### src/rtl/vga_sync_gen.sv
// VGA timing generator: pixel-rate divider, h/v counters, registered sync and video_on.
// Optional macro VGA_FRAME_CNT_EN adds the 8-bit frame_cnt output.
module vga_sync_gen #(
   parameter int unsigned H_DISPLAY = 640,
   parameter int unsigned H_FRONT   = 16,
   parameter int unsigned H_SYNC    = 96,
   parameter int unsigned H_BACK    = 48,
   parameter int unsigned V_DISPLAY = 480,
   parameter int unsigned V_FRONT   = 10,
   parameter int unsigned V_SYNC    = 2,
   parameter int unsigned V_BACK    = 33,
   parameter int unsigned CLK_DIV   = 2
) (
   input  logic       clk,
   input  logic       reset,
   output logic       hsync,
   output logic       vsync,
   output logic       video_on,
   output logic       p_tick,
   output logic [9:0] pixel_x,
   output logic [9:0] pixel_y,
   output logic       frame_start
`ifdef VGA_FRAME_CNT_EN
   ,
   output logic [7:0] frame_cnt
`endif
);

   localparam int unsigned H_TOTAL = H_DISPLAY + H_FRONT + H_SYNC + H_BACK;
   localparam int unsigned V_TOTAL = V_DISPLAY + V_FRONT + V_SYNC + V_BACK;
   localparam int unsigned DIV_W   = (CLK_DIV > 2) ? $clog2(CLK_DIV) : 1;

   localparam logic [DIV_W-1:0] DIV_LAST = DIV_W'(CLK_DIV - 1);
   localparam logic [9:0] H_LAST     = 10'(H_TOTAL - 1);
   localparam logic [9:0] V_LAST     = 10'(V_TOTAL - 1);
   localparam logic [9:0] H_VIS      = 10'(H_DISPLAY);
   localparam logic [9:0] V_VIS      = 10'(V_DISPLAY);
   localparam logic [9:0] HS_FIRST   = 10'(H_DISPLAY + H_FRONT);
   localparam logic [9:0] HS_LAST    = 10'(H_DISPLAY + H_FRONT + H_SYNC - 1);
   localparam logic [9:0] VS_FIRST   = 10'(V_DISPLAY + V_FRONT);
   localparam logic [9:0] VS_LAST    = 10'(V_DISPLAY + V_FRONT + V_SYNC - 1);

   if (H_TOTAL > 1024) begin : g_h_total_chk
      $error("vga_sync_gen: H_TOTAL exceeds the 10-bit counter range");
   end
   if (V_TOTAL > 1024) begin : g_v_total_chk
      $error("vga_sync_gen: V_TOTAL exceeds the 10-bit counter range");
   end
   if (CLK_DIV < 2) begin : g_clk_div_chk
      $error("vga_sync_gen: CLK_DIV must be at least 2");
   end

   logic [DIV_W-1:0] div_q, div_d;
   logic [9:0]       h_q, h_d;
   logic [9:0]       v_q, v_d;
   logic             hsync_q, vsync_q, video_on_q;
   logic             tick;

   assign tick = (div_q == DIV_LAST);

   always_comb begin
      div_d = (div_q == DIV_LAST) ? '0 : div_q + DIV_W'(1);
      h_d   = h_q;
      v_d   = v_q;
      if (tick) begin
         if (h_q == H_LAST) begin
            h_d = '0;
            v_d = (v_q == V_LAST) ? '0 : v_q + 10'd1;
         end else begin
            h_d = h_q + 10'd1;
         end
      end
   end

   // Sync/video flags decode the next-state counters so they land on the same edge as pixel_x/pixel_y.
   always_ff @(posedge clk) begin
      if (reset) begin
         div_q      <= '0;
         h_q        <= '0;
         v_q        <= '0;
         hsync_q    <= 1'b1;
         vsync_q    <= 1'b1;
         video_on_q <= 1'b0;
      end else begin
         div_q      <= div_d;
         h_q        <= h_d;
         v_q        <= v_d;
         hsync_q    <= !((h_d >= HS_FIRST) && (h_d <= HS_LAST));
         vsync_q    <= !((v_d >= VS_FIRST) && (v_d <= VS_LAST));
         video_on_q <= (h_d < H_VIS) && (v_d < V_VIS);
      end
   end

`ifdef VGA_FRAME_CNT_EN
   logic [7:0] frame_cnt_q;

   always_ff @(posedge clk) begin
      if (reset) begin
         frame_cnt_q <= '0;
      end else if (frame_start) begin
         frame_cnt_q <= frame_cnt_q + 8'd1;
      end
   end

   assign frame_cnt = frame_cnt_q;
`endif

   assign p_tick      = tick;
   assign frame_start = tick && (h_q == '0) && (v_q == '0);
   assign pixel_x     = h_q;
   assign pixel_y     = v_q;
   assign hsync       = hsync_q;
   assign vsync       = vsync_q;
   assign video_on    = video_on_q;

endmodule
### config.mk
export PLATFORM = sky130hd
export DESIGN_NAME = vga_sync_gen
export DESIGN_NICKNAME = d
export VERILOG_FILES = /design/src/rtl/vga_sync_gen.sv
export SDC_FILE = /design/constraint.sdc
export NUM_CORES = 1
export LEC_CHECK = 0
export CAP_MARGIN = 20
export CORE_UTILIZATION = 45
export DETAILED_ROUTE_END_ITERATION = 10
export PLACE_DENSITY = 0.72
export SLEW_MARGIN = 0
export SYNTH_ARGS = -nofsm -noshare
export SYNTH_HDL_FRONTEND = slang
export SYNTH_SLANG_ARGS = --single-unit
### constraint.sdc
create_clock -name clk -period 2.24 [get_ports clk]
set_input_delay 0.448 -clock clk [delete_from_list [all_inputs] [get_ports clk]]
set_output_delay 0.448 -clock clk [all_outputs]
set_load 0.01 [all_outputs]
==> impl.org <==
** Clocking
- The number of clock buffers added by TritonCTS is 3.
- CTS built an H-tree with a depth of 1.
- The cell sitting at the root of the clock tree is a sky130_fd_sc_hd__clkbuf_4.
- TritonCTS built the clock tree.
- Number of sinks driven by the clock tree :: 24
- Cts hold-fix bufs :: 0
- Clock-pin slew was measured on the worst setup and hold paths at 0.14 ns.
- The clock reaches the later pin of the worst-skew pair after 0.32 ns.
- Maximum buffer depth of the clock tree :: 2

** Synthesis
- After synthesis, the share of flip-flops with an asynchronous set or reset is 0%.
- After technology mapping, the gate count stands at roughly 160.
- In the synthesized netlist the dominant register cell turns out to be sky130_fd_sc_hd__dfxtp_1.
- After synthesis, flip-flops and latches occupy 36.29% of the total area.
- Cell area after technology mapping :: 1324 um^2
- After synthesis, the mean cell area works out to 8.222 um^2.
- Synth cell types :: 41
- Yosys warning count :: 0
- Synthesis produced a netlist with a net count of 167.
- After synthesis the netlist holds a flip-flop and latch count of 24.
- Yosys mapped a number of flops with a built-in enable equal to 0.

** Power
- Of the total power, the clock network draws about 32%.
- P_int :: approximately 570 uW
- Power Dens Cells :: 397.0 nW/um^2
- Total power for the finished layout comes to 749.6 uW.
- Sw Ratio :: 23.84%
- The share of total power dissipated in sequential elements is just under 60%.
- The share of total power dissipated in combinational logic is 9.7%.
- Summed over all cells, the static leakage comes to approximately 0.00074 uW.
- VDD sags by at most 0.3917 mV.
- In this run the power spent charging and discharging nets is 178.7 uW.

** Finish
- Area overhead of the layout relative to synthesis :: 42.63%
- Of the cells placed in the final design, the portion with a size suffix greater than 1 is 21.23%.
- 0 antenna diodes ended up in the layout.
- After the last flow step, the layout net total stands at ~220.

** Job
- The tool flagged a number of max-cap violations equal to 0.

** Routing
- WL met2 :: 1713 um
- The count of nets left with antenna violations once routing finished came out at 0.
- The routed design has approximately 3700 um of wire.
- Detailed routing inserted a total of 1425 vias.
- Remaining routing DRC violations :: 0
- Met3 wire length :: 233 um
- After detailed routing, the average wire length per cell comes to 15.21 um.
- The highest layer touched by signal routing is met4.
- The first detailed-routing pass ran for 4 iterations.
- After detailed routing, the wire length on met1 is 1681 um.
- After detailed routing, the number of vias per cell comes to 5.864.
- Initial DRC Count :: 70

** Global routing
- The via count of the first global-routing pass is 1318.
- Total global routing overflow :: 0
- Entering global routing, the biggest net connects 21 pins.
- For this run, the total global-route usage over all layers was measured as 24.50%.
- The first global-routing pass estimated 6072 um of wire.
- Antenna violations before repair :: 0

** STA
- After layout, the worst setup slack is -0.1693 ns.
- Tightest hold margin :: between 0.5 and 0.6 ns
- Final max-slew violation count :: 0
- Headroom to the max-slew limit came out at roughly 67%.
- Final worst-path cycle share :: 107.6%
- Setup violations remaining at the end of the flow were counted as 4.
- At the pin with the least slew margin, the transition time is just under 0.5 ns.
- Fin Clk Skew :: around 0.00085 ns
- Unrepaired setup endpoints after global routing :: yes
- Total negative slack for setup checks :: -0.5301 ns
- Hold Violations, Final :: 0
- Achievable clock frequency :: 415.1 MHz
- After layout, the minimum clock period comes to 2.409 ns.

** Place
- Final HPWL DP :: between 2000 and 3000 um
- Buffers placed on the I/O ports in this run total 26.
- Prior to clock tree synthesis, the placed netlist has a worst setup slack of -0.2260 ns.
- Global placement routability congestion :: ~0.81

** Die
- Site row count :: 19
- For this configuration, the core starts out at a cell density of 47.59%.
- The floorplan step set the die width to 56.24 um.
- Pin placement for this block handled 27 I/O pins.
- Core box area :: 2781 um^2
- Floorplan die area :: 3162 um^2
- Overall die height :: 56.24 um

** Worst setup path
- Data on the critical path is required at its endpoint by between 2 and 2.5 ns.
- Crit Reg-Reg Startpoint :: pixel_x[6]
- Crit Path Class :: flip-flop to flip-flop
- The worst setup path is launched from a flip-flop.
- Worst Reg-to-Reg Cells :: 7
- Slack of the worst reg-to-reg path :: -0.17 ns
- In this run the critical register-to-register path is captured at vsync.
- Data on the critical path arrives at its endpoint at 2.62 ns.
- Max FO, Critical Path :: 4
- STA classifies the critical path endpoint as a flip-flop.

** Outcome
- Failing checks :: setup timing
- Status :: finished with violations

** Worst hold path
- The path class of the tightest hold or removal check is flip-flop to flip-flop.
- For hold timing, the worst endpoint is p_tick.
- The startpoint identified for the worst hold timing path is p_tick.
- The worst hold path passes through 2 cells.
==> repair_timing <==
item,in CTS,in global routing
resized for setup,8,4
setup endpoints to repair,3,5
buffers inserted,1,4
pin swaps,3,2
==> flip-flops by register name, indices dropped and copies added (netlist names) <==
signal	flops
pixel_x	10
p_tick	1
hsync	1
pixel_y	10
video_on	1
vsync	1
==> placed cells by master (no fill, tap or decap), types with 2 or more instances in the layout <==
| cell | netlist | routed |
|---|---|---|
| sky130_fd_sc_hd__nand4_1 | 4 | 4 |
| sky130_fd_sc_hd__nand4b_1 | 2 | 2 |
| sky130_fd_sc_hd__o311ai_0 | 2 | 2 |
| sky130_fd_sc_hd__nand2b_1 | 4 | 4 |
| sky130_fd_sc_hd__or3_4 | 0 | 2 |
| sky130_fd_sc_hd__nand3_1 | 8 | 8 |
| sky130_fd_sc_hd__or3_1 | 5 | 3 |
| sky130_fd_sc_hd__xor2_1 | 6 | 5 |
| sky130_fd_sc_hd__inv_1 | 5 | 5 |
| sky130_fd_sc_hd__ha_1 | 4 | 4 |
| sky130_fd_sc_hd__buf_4 | 0 | 28 |
| sky130_fd_sc_hd__nand2_1 | 9 | 9 |
| sky130_fd_sc_hd__nand3b_1 | 2 | 2 |
| sky130_fd_sc_hd__nor2b_1 | 2 | 2 |
| sky130_fd_sc_hd__clkdlybuf4s50_1 | 0 | 25 |
| sky130_fd_sc_hd__and3_1 | 6 | 6 |
| sky130_fd_sc_hd__nor2_1 | 19 | 18 |
| sky130_fd_sc_hd__o21ai_0 | 5 | 5 |
| sky130_fd_sc_hd__nor3_1 | 9 | 8 |
| sky130_fd_sc_hd__clkbuf_4 | 0 | 3 |
| sky130_fd_sc_hd__dfxtp_1 | 24 | 21 |
| sky130_fd_sc_hd__a21oi_1 | 7 | 7 |
| sky130_fd_sc_hd__dfxtp_2 | 0 | 3 |
| sky130_fd_sc_hd__nor4_1 | 3 | 3 |
| sky130_fd_sc_hd__a31oi_1 | 2 | 2 |
| sky130_fd_sc_hd__xnor2_1 | 7 | 7 |
==> cell families after synthesis <==
group	synth area share (%)
buf+inv	3.781
simple gates	35.26
xor+xnor	8.601
mux	0.7562
compound gates	11.53
flops	36.29
fa+ha+maj	3.781
==> through the flow <==
step	instances	cell area, um^2	utilization (%)
3_3_place_gp	234	1775	63.83
6_report	243	1888	67.88
3_5_place_dp	234	1775	63.83
4_1_cts	239	1837	66.04
2_1_floorplan	161	1328	-
5_1_grt	243	1888	67.88
==> cell usage after synthesis (2+ instances only) <==
master	n	area [um^2]
sky130_fd_sc_hd__o311ai_0	2	17.52
sky130_fd_sc_hd__xor2_1	6	52.55
sky130_fd_sc_hd__nor3_1	9	45.04
sky130_fd_sc_hd__nand4b_1	2	17.52
sky130_fd_sc_hd__a21oi_1	7	35.03
sky130_fd_sc_hd__a31oi_1	2	12.51
sky130_fd_sc_hd__nand2b_1	4	25.02
sky130_fd_sc_hd__dfxtp_1	24	480.5
sky130_fd_sc_hd__ha_1	4	50.05
sky130_fd_sc_hd__inv_1	5	18.77
sky130_fd_sc_hd__nand3_1	8	40.04
sky130_fd_sc_hd__or3_1	5	31.28
sky130_fd_sc_hd__nand3b_1	2	15.01
sky130_fd_sc_hd__nor2b_1	2	12.51
sky130_fd_sc_hd__nor4_1	3	18.77
sky130_fd_sc_hd__o21ai_0	5	25.02
sky130_fd_sc_hd__and3_1	6	37.54
sky130_fd_sc_hd__clkbuf_1	7	26.28
sky130_fd_sc_hd__xnor2_1	7	61.31
sky130_fd_sc_hd__nand4_1	4	25.02
sky130_fd_sc_hd__nand2_1	9	33.78
sky130_fd_sc_hd__nor2_1	19	71.32
==> final cells by class <==
class / instances / area [um^2]
Clock buffer: 4 / 36.28
Fill cell: 228 / 893.4
Inverter: 5 / 18.77
Multi-Input combinational cell: 124 / 833.3
Sequential cell: 24 / 484.2
Tap cell: 31 / 38.79
Timing Repair Buffer: 55 / 476.7
==> critical path, stage by stage (launching register included) <==
cell	delay, ns
sky130_fd_sc_hd__dfxtp_2	0.35
sky130_fd_sc_hd__or4b_4	0.54
sky130_fd_sc_hd__buf_6	0.13
sky130_fd_sc_hd__or3_4	0.34
sky130_fd_sc_hd__or3_4	0.37
sky130_fd_sc_hd__xor2_4	0.15
sky130_fd_sc_hd__nor4b_4	0.28
sky130_fd_sc_hd__nand4b_1	0.14
==> how the worst max path moves through the flow <==
stage               cells after the start  slack [ns]     endpoint       start
floorplan                               6        0.04        vsync  pixel_x[6]
global placement                        4       -0.21  frame_start  pixel_x[6]
detailed placement                      4       -0.23  frame_start  pixel_x[6]
CTS                                     4       -0.19  frame_start  pixel_x[6]
global route                            7       -0.25        vsync  pixel_x[6]
finish                                  7       -0.17        vsync  pixel_x[6]
==> layer usage <==
metal / GRT usage (%) / vias up
met3: 3.721 / 7
met2: 37.59 / 56
met5: 0 / -
met1: 33.28 / 678
met4: 12.54 / 0
li1: - / 684
==> power groups by stage <==
| stage | Combinational, uW | Sequential [uW] | Clock [uW] |
|---|---|---|---|
| after floorplan | 29.3 | 452 | 0 |
| after global routing | 79.6 | 438 | 255 |
| after global placement | 70.1 | 446 | 0 |
| final | 73.0 | 437 | 240 |
| after detailed placement | 71.1 | 446 | 0 |
| after CTS | 71.0 | 437 | 241 |
(Power assumes the default switching activity.)
